File: config.mk
export PLATFORM = sky130hd
export DESIGN_NAME = axi4l_wb_bridge_dec_flat
export DESIGN_NICKNAME = d
export VERILOG_FILES = /design/src/rtl/axi4l_wb_bridge_dec_if.sv /design/src/rtl/axi4l_wb_bridge_dec.sv /design/src/flat_wrapper.sv
export SDC_FILE = /design/constraint.sdc
export NUM_CORES = 1
export LEC_CHECK = 0
export BUFFER_PORTS_ARGS = -buffer_cell sky130_fd_sc_hd__buf_2
export CAP_MARGIN = 20
export CELL_PAD_IN_SITES_DETAIL_PLACEMENT = 0
export CELL_PAD_IN_SITES_GLOBAL_PLACEMENT = 1
export CORE_ASPECT_RATIO = 1.2
export CORE_MARGIN = 2
export CORE_UTILIZATION = 32
export CTS_BUF_LIST = sky130_fd_sc_hd__clkbuf_8
export DETAILED_ROUTE_END_ITERATION = 12
export PLACE_DENSITY_LB_ADDON = 0.1
export SYNTH_ARGS = -nofsm -noshare
export SYNTH_HDL_FRONTEND = slang
export SYNTH_SLANG_ARGS = --single-unit
File: constraint.sdc
create_clock -name clk_i -period 2.25 [get_ports clk_i]
set_input_delay 0.1125 -clock clk_i [delete_from_list [all_inputs] [get_ports clk_i]]
set_output_delay 0.1125 -clock clk_i [all_outputs]
set_load 0.05 [all_outputs]
File: src/rtl/axi4l_wb_bridge_dec_if.sv
// Bus bundle for the AXI4-Lite to Wishbone decoding bridge: AXI4-Lite slave side plus
// the shared/per-target Wishbone master side.
interface axi4l_wb_bridge_dec_if #(
  parameter int ADDR_WIDTH = 32,
  parameter int DATA_WIDTH = 32,
  parameter int NR_SLAVES  = 3
);
  localparam int STRB_W = DATA_WIDTH / 8;

  logic [ADDR_WIDTH-1:0]           s_aw_addr;
  logic                            s_aw_valid;
  logic                            s_aw_ready;
  logic [DATA_WIDTH-1:0]           s_w_data;
  logic [STRB_W-1:0]               s_w_strb;
  logic                            s_w_valid;
  logic                            s_w_ready;
  logic [1:0]                      s_b_resp;
  logic                            s_b_valid;
  logic                            s_b_ready;
  logic [ADDR_WIDTH-1:0]           s_ar_addr;
  logic                            s_ar_valid;
  logic                            s_ar_ready;
  logic [DATA_WIDTH-1:0]           s_r_data;
  logic [1:0]                      s_r_resp;
  logic                            s_r_valid;
  logic                            s_r_ready;
  logic [ADDR_WIDTH-1:0]           wb_adr_o;
  logic [DATA_WIDTH-1:0]           wb_dat_o;
  logic [STRB_W-1:0]               wb_sel_o;
  logic                            wb_we_o;
  logic [NR_SLAVES-1:0]            wb_cyc_o;
  logic [NR_SLAVES-1:0]            wb_stb_o;
  logic [NR_SLAVES*DATA_WIDTH-1:0] wb_dat_i;
  logic [NR_SLAVES-1:0]            wb_ack_i;
  logic [NR_SLAVES-1:0]            wb_err_i;

  // Bridge view: AXI4-Lite slave, Wishbone master.
  modport slave (
    input  s_aw_addr, s_aw_valid, s_w_data, s_w_strb, s_w_valid, s_b_ready,
    input  s_ar_addr, s_ar_valid, s_r_ready,
    output s_aw_ready, s_w_ready, s_b_resp, s_b_valid, s_ar_ready, s_r_data, s_r_resp, s_r_valid,
    output wb_adr_o, wb_dat_o, wb_sel_o, wb_we_o, wb_cyc_o, wb_stb_o,
    input  wb_dat_i, wb_ack_i, wb_err_i
  );

  // Environment view: AXI4-Lite master, Wishbone targets.
  modport master (
    output s_aw_addr, s_aw_valid, s_w_data, s_w_strb, s_w_valid, s_b_ready,
    output s_ar_addr, s_ar_valid, s_r_ready,
    input  s_aw_ready, s_w_ready, s_b_resp, s_b_valid, s_ar_ready, s_r_data, s_r_resp, s_r_valid,
    input  wb_adr_o, wb_dat_o, wb_sel_o, wb_we_o, wb_cyc_o, wb_stb_o,
    output wb_dat_i, wb_ack_i, wb_err_i
  );
endinterface

File: src/rtl/axi4l_wb_bridge_dec.sv
// AXI4-Lite slave to Wishbone B3 classic master with an N-way address decoder,
// DECERR for unmapped addresses, WB_ERR/timeout to SLVERR and read/write round-robin.
module axi4l_wb_bridge_dec #(
  parameter int                                ADDR_WIDTH = 32,
  parameter int                                DATA_WIDTH = 32,
  parameter int                                NR_SLAVES  = 3,
  parameter logic [NR_SLAVES*ADDR_WIDTH-1:0]   SLAVE_BASE = '0,
  parameter logic [NR_SLAVES*ADDR_WIDTH-1:0]   SLAVE_MASK = '0,
  parameter int                                TIMEOUT    = 255
) (
  input logic                  clk_i,
  input logic                  rst_ni,
  axi4l_wb_bridge_dec_if.slave bus
);
  localparam int STRB_W = DATA_WIDTH / 8;
  localparam int IDX_W  = (NR_SLAVES > 1) ? $clog2(NR_SLAVES) : 1;
  localparam int TMO_W  = (TIMEOUT > 0) ? $clog2(TIMEOUT + 1) : 1;

  localparam logic [1:0] RESP_OKAY   = 2'b00;
  localparam logic [1:0] RESP_SLVERR = 2'b10;
  localparam logic [1:0] RESP_DECERR = 2'b11;

  typedef enum logic [1:0] {IDLE = 2'd0, WB_ACC = 2'd1, RESP = 2'd2} state_t;

  state_t                  state_q;
  logic                    run_q, last_wr_q, cur_wr_q;
  logic [IDX_W-1:0]        cur_idx_q;
  logic [TMO_W-1:0]        tmo_cnt_q;
  logic [NR_SLAVES-1:0]    cyc_q, stb_q;
  logic [ADDR_WIDTH-1:0]   adr_q;
  logic [DATA_WIDTH-1:0]   dat_q, r_data_q;
  logic [STRB_W-1:0]       sel_q;
  logic                    we_q, b_valid_q, r_valid_q;
  logic [1:0]              b_resp_q, r_resp_q;

  logic                    idle, wr_elig, rd_elig, grant_wr, grant_rd, hit_any;
  logic                    sel_ack, sel_err, tmo_hit, acc_ok, wb_done;
  logic [IDX_W-1:0]        hit_idx;
  logic [ADDR_WIDTH-1:0]   acc_addr;
  logic [DATA_WIDTH-1:0]   sel_dat;
  logic [1:0]              done_resp;

  function automatic logic [TMO_W-1:0] tmo_inc(input logic [TMO_W-1:0] c);
    return (&c) ? c : c + 1'b1;
  endfunction

  // run_q keeps the readies low while reset is asserted and for the first edge after it.
  assign idle     = run_q && (state_q == IDLE);
  assign wr_elig  = bus.s_aw_valid && bus.s_w_valid;
  assign rd_elig  = bus.s_ar_valid;
  assign grant_wr = idle && wr_elig && (!rd_elig || !last_wr_q);
  assign grant_rd = idle && rd_elig && (!wr_elig || last_wr_q);
  assign acc_addr = grant_wr ? bus.s_aw_addr : bus.s_ar_addr;

  // Scan downwards so the lowest-index hit is the one left standing.
  always_comb begin
    hit_any = 1'b0;
    hit_idx = '0;
    for (int i = NR_SLAVES - 1; i >= 0; i--) begin
      if ((acc_addr & SLAVE_MASK[i*ADDR_WIDTH +: ADDR_WIDTH]) == SLAVE_BASE[i*ADDR_WIDTH +: ADDR_WIDTH]) begin
        hit_any = 1'b1;
        hit_idx = IDX_W'(i);
      end
    end
  end

  assign sel_ack   = bus.wb_ack_i[cur_idx_q];
  assign sel_err   = bus.wb_err_i[cur_idx_q];
  assign sel_dat   = bus.wb_dat_i[int'(cur_idx_q)*DATA_WIDTH +: DATA_WIDTH];
  assign tmo_hit   = (TIMEOUT != 0) && (tmo_cnt_q == TMO_W'(TIMEOUT - 1));
  assign acc_ok    = sel_ack && !sel_err;
  assign wb_done   = sel_ack || sel_err || tmo_hit;
  assign done_resp = acc_ok ? RESP_OKAY : RESP_SLVERR;

  assign bus.s_aw_ready = grant_wr;
  assign bus.s_w_ready  = grant_wr;
  assign bus.s_ar_ready = grant_rd;
  assign bus.s_b_valid  = b_valid_q;
  assign bus.s_b_resp   = b_resp_q;
  assign bus.s_r_valid  = r_valid_q;
  assign bus.s_r_resp   = r_resp_q;
  assign bus.s_r_data   = r_data_q;
  assign bus.wb_adr_o   = adr_q;
  assign bus.wb_dat_o   = dat_q;
  assign bus.wb_sel_o   = sel_q;
  assign bus.wb_we_o    = we_q;
  assign bus.wb_cyc_o   = cyc_q;
  assign bus.wb_stb_o   = stb_q;

  always_ff @(posedge clk_i or negedge rst_ni) begin
    if (!rst_ni) begin
      state_q   <= IDLE;
      run_q     <= 1'b0;
      last_wr_q <= 1'b0;
      cur_wr_q  <= 1'b0;
      cur_idx_q <= '0;
      tmo_cnt_q <= '0;
      cyc_q     <= '0;
      stb_q     <= '0;
      adr_q     <= '0;
      dat_q     <= '0;
      sel_q     <= '0;
      we_q      <= 1'b0;
      b_valid_q <= 1'b0;
      b_resp_q  <= 2'b00;
      r_valid_q <= 1'b0;
      r_resp_q  <= 2'b00;
      r_data_q  <= '0;
    end else begin
      run_q <= 1'b1;
      case (state_q)
        IDLE: begin
          if (grant_wr || grant_rd) begin
            cur_wr_q  <= grant_wr;
            tmo_cnt_q <= '0;
            if (hit_any) begin
              state_q   <= WB_ACC;
              cur_idx_q <= hit_idx;
              cyc_q     <= NR_SLAVES'(1) << hit_idx;
              stb_q     <= NR_SLAVES'(1) << hit_idx;
              adr_q     <= acc_addr;
              we_q      <= grant_wr;
              dat_q     <= grant_wr ? bus.s_w_data : '0;
              sel_q     <= grant_wr ? bus.s_w_strb : '1;
            end else begin
              // Unmapped: answer directly without touching the Wishbone side.
              state_q <= RESP;
              if (grant_wr) begin
                b_valid_q <= 1'b1;
                b_resp_q  <= RESP_DECERR;
              end else begin
                r_valid_q <= 1'b1;
                r_resp_q  <= RESP_DECERR;
                r_data_q  <= '0;
              end
            end
          end
        end
        WB_ACC: begin
          if (wb_done) begin
            cyc_q   <= '0;
            stb_q   <= '0;
            we_q    <= 1'b0;
            state_q <= RESP;
            if (cur_wr_q) begin
              b_valid_q <= 1'b1;
              b_resp_q  <= done_resp;
            end else begin
              r_valid_q <= 1'b1;
              r_resp_q  <= done_resp;
              r_data_q  <= acc_ok ? sel_dat : '0;
            end
          end else begin
            tmo_cnt_q <= tmo_inc(tmo_cnt_q);
          end
        end
        RESP: begin
          if (cur_wr_q && b_valid_q && bus.s_b_ready) begin
            b_valid_q <= 1'b0;
            last_wr_q <= 1'b1;
            state_q   <= IDLE;
          end else if (!cur_wr_q && r_valid_q && bus.s_r_ready) begin
            r_valid_q <= 1'b0;
            last_wr_q <= 1'b0;
            state_q   <= IDLE;
          end
        end
        default: state_q <= IDLE;
      endcase
    end
  end
endmodule

File: src/flat_wrapper.sv
// flat-port wrapper written by rule: the top's interface ports become plain ports
module axi4l_wb_bridge_dec_flat 
#(
  parameter int                                ADDR_WIDTH = 32,
  parameter int                                DATA_WIDTH = 32,
  parameter int                                NR_SLAVES  = 3,
  parameter logic [NR_SLAVES*ADDR_WIDTH-1:0]   SLAVE_BASE = '0,
  parameter logic [NR_SLAVES*ADDR_WIDTH-1:0]   SLAVE_MASK = '0,
  parameter int                                TIMEOUT    = 255
)
  (clk_i, rst_ni, bus_s_aw_addr, bus_s_aw_valid, bus_s_w_data, bus_s_w_strb, bus_s_w_valid, bus_s_b_ready, bus_s_ar_addr, bus_s_ar_valid, bus_s_r_ready, bus_s_aw_ready, bus_s_w_ready, bus_s_b_resp, bus_s_b_valid, bus_s_ar_ready, bus_s_r_data, bus_s_r_resp, bus_s_r_valid, bus_wb_adr_o, bus_wb_dat_o, bus_wb_sel_o, bus_wb_we_o, bus_wb_cyc_o, bus_wb_stb_o, bus_wb_dat_i, bus_wb_ack_i, bus_wb_err_i);
  axi4l_wb_bridge_dec_if #(.ADDR_WIDTH(ADDR_WIDTH), .DATA_WIDTH(DATA_WIDTH), .NR_SLAVES(NR_SLAVES)) bus_i ();
  input logic clk_i;
  input logic rst_ni;
  input wire logic [$bits(bus_i.s_aw_addr)-1:0] bus_s_aw_addr;
  input wire logic [$bits(bus_i.s_aw_valid)-1:0] bus_s_aw_valid;
  input wire logic [$bits(bus_i.s_w_data)-1:0] bus_s_w_data;
  input wire logic [$bits(bus_i.s_w_strb)-1:0] bus_s_w_strb;
  input wire logic [$bits(bus_i.s_w_valid)-1:0] bus_s_w_valid;
  input wire logic [$bits(bus_i.s_b_ready)-1:0] bus_s_b_ready;
  input wire logic [$bits(bus_i.s_ar_addr)-1:0] bus_s_ar_addr;
  input wire logic [$bits(bus_i.s_ar_valid)-1:0] bus_s_ar_valid;
  input wire logic [$bits(bus_i.s_r_ready)-1:0] bus_s_r_ready;
  output wire logic [$bits(bus_i.s_aw_ready)-1:0] bus_s_aw_ready;
  output wire logic [$bits(bus_i.s_w_ready)-1:0] bus_s_w_ready;
  output wire logic [$bits(bus_i.s_b_resp)-1:0] bus_s_b_resp;
  output wire logic [$bits(bus_i.s_b_valid)-1:0] bus_s_b_valid;
  output wire logic [$bits(bus_i.s_ar_ready)-1:0] bus_s_ar_ready;
  output wire logic [$bits(bus_i.s_r_data)-1:0] bus_s_r_data;
  output wire logic [$bits(bus_i.s_r_resp)-1:0] bus_s_r_resp;
  output wire logic [$bits(bus_i.s_r_valid)-1:0] bus_s_r_valid;
  output wire logic [$bits(bus_i.wb_adr_o)-1:0] bus_wb_adr_o;
  output wire logic [$bits(bus_i.wb_dat_o)-1:0] bus_wb_dat_o;
  output wire logic [$bits(bus_i.wb_sel_o)-1:0] bus_wb_sel_o;
  output wire logic [$bits(bus_i.wb_we_o)-1:0] bus_wb_we_o;
  output wire logic [$bits(bus_i.wb_cyc_o)-1:0] bus_wb_cyc_o;
  output wire logic [$bits(bus_i.wb_stb_o)-1:0] bus_wb_stb_o;
  input wire logic [$bits(bus_i.wb_dat_i)-1:0] bus_wb_dat_i;
  input wire logic [$bits(bus_i.wb_ack_i)-1:0] bus_wb_ack_i;
  input wire logic [$bits(bus_i.wb_err_i)-1:0] bus_wb_err_i;
  assign bus_i.s_aw_addr = bus_s_aw_addr;
  assign bus_i.s_aw_valid = bus_s_aw_valid;
  assign bus_i.s_w_data = bus_s_w_data;
  assign bus_i.s_w_strb = bus_s_w_strb;
  assign bus_i.s_w_valid = bus_s_w_valid;
  assign bus_i.s_b_ready = bus_s_b_ready;
  assign bus_i.s_ar_addr = bus_s_ar_addr;
  assign bus_i.s_ar_valid = bus_s_ar_valid;
  assign bus_i.s_r_ready = bus_s_r_ready;
  assign bus_s_aw_ready = bus_i.s_aw_ready;
  assign bus_s_w_ready = bus_i.s_w_ready;
  assign bus_s_b_resp = bus_i.s_b_resp;
  assign bus_s_b_valid = bus_i.s_b_valid;
  assign bus_s_ar_ready = bus_i.s_ar_ready;
  assign bus_s_r_data = bus_i.s_r_data;
  assign bus_s_r_resp = bus_i.s_r_resp;
  assign bus_s_r_valid = bus_i.s_r_valid;
  assign bus_wb_adr_o = bus_i.wb_adr_o;
  assign bus_wb_dat_o = bus_i.wb_dat_o;
  assign bus_wb_sel_o = bus_i.wb_sel_o;
  assign bus_wb_we_o = bus_i.wb_we_o;
  assign bus_wb_cyc_o = bus_i.wb_cyc_o;
  assign bus_wb_stb_o = bus_i.wb_stb_o;
  assign bus_i.wb_dat_i = bus_wb_dat_i;
  assign bus_i.wb_ack_i = bus_wb_ack_i;
  assign bus_i.wb_err_i = bus_wb_err_i;
  axi4l_wb_bridge_dec #(.ADDR_WIDTH(ADDR_WIDTH), .DATA_WIDTH(DATA_WIDTH), .NR_SLAVES(NR_SLAVES), .SLAVE_BASE(SLAVE_BASE), .SLAVE_MASK(SLAVE_MASK), .TIMEOUT(TIMEOUT)) u_core (.clk_i(clk_i), .rst_ni(rst_ni), .bus(bus_i));
endmodule
* Word level (Yosys, flattened, before mapping) *
Index checks and enable logic that the tools add are counted.

storage, ports and cells
  bits in registers = 123
  bits in latches = 0
  logic and storage cells = 95
  bits in read-only memories = 0
  memories = 0
  output and inout port bits = 116
  bits in writable memories = 0

operators by class
  $add $sub $neg = 1
  mux-type cells = 30
  shift-type cells = 0
  reductions and logical operators = 35
  order comparisons = 0
  equality and inequality tests = 13
  $mul = 0
  divide/modulo/power cells = 0
  bitwise operators = 1

operators with widths
  cell                                            number
  two-way mux 32 bit                              3
  two-way mux 8 bit                               3
  case mux 8 bit (2 select lines)                 1
  AND reduction 3 bit                             4
  logical AND 1 bit                               11
  two-way mux 1 bit                               10
  two-way mux 2 bit                               5
  != test 2 bit (second input constant)           5
  adder 8 x 1 -> 8 bit (second input constant)    1
  equality test 8 bit (second input constant)     1
  != test 2 x 1 -> 1 bit (second input constant)  4
  AND reduction 4 bit                             2
  AND reduction 8 bit                             1
  two-way mux 3 bit                               2
  case mux 1 bit (2 select lines)                 3
  case mux 2 bit (3 select lines)                 1
  case mux 3 bit (2 select lines)                 1
  nonzero test 2 bit                              3
  zero test 1 bit                                 5
  logical OR 1 bit                                5
  AND reduction 5 bit                             1
  two-way mux 4 bit                               1
  AND reduction 2 bit                             2
  != test 3 x 1 -> 1 bit (second input constant)  1
  other kinds (4)                                 4

* Logic depth before layout (Yosys ltp) *
  depth in word-level cells = 7
  gate-level depth with buffers = 10
  mapped depth without buffers = 7

* Worst setup path after synthesis *
Ideal clock, no wire load.

  path type = register -> output
  start = register u_core.state_q[0]
  end = output port bus_s_w_ready
  data required time = 2,138 ps
  cell stages (with the launch flop) = 10
  arrival = 1,769 ps
  path slack = 369 ps
  cell sequence = dfrtp_1 > inv_1 > ha_1 > nand2_1 > a211o_1 > buf_2 > inv_2 > buf_6 > buf_6 > buf_4

between the ends
  word-level cells in the longest chain between the ends = 4

ends and longest elaborated chain
  what                            line                        text
  start, declared                 axi4l_wb_bridge_dec.sv:25   state_t state_q;
  start signal, assigned          axi4l_wb_bridge_dec.sv:92   state_q <= IDLE;
  start signal, assigned          axi4l_wb_bridge_dec.sv:117  state_q <= WB_ACC;
  start signal, assigned          axi4l_wb_bridge_dec.sv:127  state_q <= RESP;
  zero test 2 bit                 axi4l_wb_bridge_dec.sv:48   assign idle = run_q && (state_q == IDLE);
  logical AND 1 bit               axi4l_wb_bridge_dec.sv:48
  logical AND 1 bit (2 in a row)  axi4l_wb_bridge_dec.sv:51   assign grant_wr = idle && wr_elig && (!rd_elig || !last_wr_q);
  end, declared                   flat_wrapper.sv:25          output wire logic [$bits(bus_i.s_w_ready)-1:0] bus_s_w_ready;

Every way passes these cells.

* Worst setup path in the final report *
  start = register u_core.state_q[0]
  end = output port bus_s_ar_ready

between the ends
  word-level cells in the longest chain between the ends = 4

ends and longest elaborated chain
  what                            line                       text
  zero test 2 bit                 axi4l_wb_bridge_dec.sv:48
  logical AND 1 bit               axi4l_wb_bridge_dec.sv:48
  logical AND 1 bit (2 in a row)  axi4l_wb_bridge_dec.sv:52  assign grant_rd = idle && rd_elig && (!wr_elig || last_wr_q);
  end, declared                   flat_wrapper.sv:28         output wire logic [$bits(bus_i.s_ar_ready)-1:0] bus_s_ar_ready;

Every way passes these cells.

==> metrics <==
max incr delay on CP=slightly below 400 ps; setup ws final=178 ps; Die Span Y=~140 µm; Slew headroom=approximately 58%; Final Skew=~12 ps; clk buf depth=2; delay-heaviest family, CP=buffers and inverters; Placed Cells=859; initial antenna violation count=0; gr usage total=about a fifth; gp weighted congestion=0.763; Hold WS=between 30 and 40 ps; depth of the CTS H-tree=4; sequential share of the synthesized area=59.9%; initial core utilization=32.9%; Leak=approximately 4.4 nW; CP startpoint kind=register; number of fill cells=1365; Worst IR Drop VDD=0.307 mV; Syn. warnings=0; Setup-failing EPs final=0; Area Growth Syn to Fin=65.9%; CTS clock-pin slew for the worst setup and hold paths=70 ps; critical path required time=2140 ps; P_sw=0.00135 W; maxcap violations=0; # diodes=0; Root Driver=clkbuf_8; Pint=0.00350 W; commonest non-fill, non-tap cell in the layout=buf_2; DIE AREA=~17000 µm²; Site Rows=49; Synth area leaders=dfrtp_1 (60%), a22o_1 (11%), a222oi_1 (4.0%); Worst-Skew Late Latency=420 ps; Avg Cell Area, Syn=11.8 µm²; vias=4946; area leader, netlist=dfrtp_1; number of global-route vias before repair=5196; Layout Cells excl Fill=1030; maximum number of pins on one net before global-route repair=61; final critical-path required period=2070 ps; CP endpoint kind=primary output; first-pass GRT wire length=~26000 µm; CP Class=register to primary output; Net Sw Frac=27.8%; vias per std cell=4.80; total grt overflow=0; layout cells sized above 1=37.8%; Routed WL=16000 µm; pins over their slew limit=0; DRC viols=0; stages on the worst setup path=5; initial drt markers=275; number of distinct library cells after synthesis=41; part of the power in combinational logic=15.7%; post-synthesis cell count=around 420; IO buf count=250; Post-DP HPWL=between 10000 and 15000 µm; most frequent cells in the layout=buf_2 (247), dlygate4sd3_1 (135), dfrtp_1 (119); Wirelength per Cell=15.5 µm; pre-CTS WS=200 ps; Final #Nets=roughly 1000; Routed Antenna Nets=0; cell area power density=588 nW/µm²; unrepaired setup endpoints after global routing=false; top cell type's share of synthesized area=between 50% and 60%; TritonCTS Buffers=17; final hold vios=0; Worst Tran Pin Value=around 630 ps; Buf/Inv on CP=3; R2R depth=6; Hold Path Class=input port to register; outcome=complete, no violations; Crit-path slowest cell=dfrtp_1; clock power share=38.0%; total power=0.00484 W; Synth Register Bits=between 100 and 150; hold depth=3; CTS Sinks=119; fin crit share=92.1%; Worst EP arrival=1960 ps; Critical Path, Cell by Cell=inv_1, ha_2, o2111a_1, buf_4, buf_2; Core Box Area=about 15000 µm²; Initial DRT Pass Iterations=6; Fmax achieved=0.483 GHz; Seq pwr share=46.2%; Total Negative Setup Slacks=0 ps; Crit Path Max Fanout=21; Post-Syn Area=4970 µm²; Ports=~330; die width=118 µm; CTS tree=built
-- sequential cells by signal, indices dropped and copies added, names as in the netlist, 2 cells and up --
signal and count:
u_core.bus.wb_dat_o 32, u_core.bus.wb_sel_o 4, u_core.tmo_cnt_q 8, u_core.bus.s_r_data 32, u_core.bus.wb_adr_o 32, u_core.state_q 2
-- power by group through the flow --
| stage | sequential [W] | combinational [W] | clock, W |
|---|---|---|---|
| floorplan | 0.00250 | 0.000102 | 0 |
| global placement | 0.00228 | 0.000573 | 0 |
| detailed placement | 0.00228 | 0.000580 | 0 |
| CTS | 0.00224 | 0.000763 | 0.00191 |
| global route | 0.00225 | 0.000812 | 0.00203 |
| finish | 0.00224 | 0.000761 | 0.00184 |
-- final timing paths --
| check | end | slack (ps) | startpoint |
|---|---|---|---|
| min in group asynchronous | u_core.bus.wb_adr_o[1]$_DFFE_PN0P_ | 180 | rst_ni |
| max reg2reg | u_core.tmo_cnt_q[7]$_DFFE_PN0P_ | 250 | u_core.state_q[0]$_DFFE_PN0P_ |
| max in group asynchronous | u_core.bus.wb_dat_o[23]$_DFFE_PN0P_ | 1380 | rst_ni |
| min reg2reg | u_core.bus.wb_sel_o[0]$_DFFE_PN0P_ | 490 | u_core.bus.wb_sel_o[0]$_DFFE_PN0P_ |
| max | bus_s_ar_ready | 180 | u_core.state_q[0]$_DFFE_PN0P_ |
| min | u_core.bus.s_r_valid$_DFFE_PN0P_ | 30 | bus_s_r_ready |
-- metrics by stage --
stage	utilization, %	instance area [µm²]
detailed placement	42.9	6470
finish	54.7	8240
global route	54.7	8240
global placement	42.9	6470
floorplan	-	4990
CTS	54.4	8200
-- metal layers --
layer / track usage [%] / wire length (µm) / share of wire [%]
met5: 0 / 0 / 0
met2: 34.7 / 8490 / 53
met4: 7.36 / 351 / 2.2
met3: 5.99 / 857 / 5.4
met1: 22.1 / 6290 / 39
-- worst register-to-register path: stages, from the launching register on --
cell	delay [ps]
dfrtp_1	370
inv_1	90
ha_2	220
nor2b_1	140
a221o_1	460
or4_1	570
nand3_1	100
-- final cells by class --
type / count / area [µm²] / area share [%]
sequential: 119 / 2980 / 36.1
timing repair buffer: 407 / 2840 / 34.4
multi-input combinational: 242 / 1700 / 20.6
tap: 204 / 255 / 3.10
clock buffer: 17 / 234 / 2.84
clock inverter: 14 / 136 / 1.65
inverter: 27 / 106 / 1.29
-- synth_stat cells, drive strengths merged --
library cell	number
a22o	65
mux2	1
o21ai	2
nand3	12
o211ai	12
a221o	1
dfrtp	119
nor2b	2
a221oi	1
nand2	42
a211o	3
o22a	4
nand4b	1
nor2	18
nand3b	1
or4	5
o21bai	1
a21oi	5
nor4	2
conb	2
and3	3
and4bb	1
clkbuf	13
ha	6
nand4	1
a31oi	17
a222oi	20
buf	26
or2	1
inv	27
nor3	2
nand2b	3
o2bb2ai	1
o2111a	1
o31ai	1
-- what timing repair did --
item | CTS | global route
setup buffers | 0 | 5
resized for setup | 4 | 2
endpoints found under the setup margin | 2 | 2
hold endpoints to repair | 133 | 0
hold buffers | 135 | 0
-- logic make-up (layout without fill, tap and decap cells) --
| logic type | count (synthesis) | in the layout | synth area share, % |
|---|---|---|---|
| AO/OA/AOI/OAI | 134 | 134 | 22.7 |
| adder cells (fa/ha/maj) | 6 | 6 | 1.51 |
| buffers and inverters | 66 | 465 | 6.50 |
| flip-flops | 119 | 119 | 59.9 |
| multiplexers | 1 | 1 | 0.227 |
| other | 2 | 7 | 0.151 |
| AND/OR/NAND/NOR | 94 | 94 | 8.97 |
(Power assumes the default switching activity.)
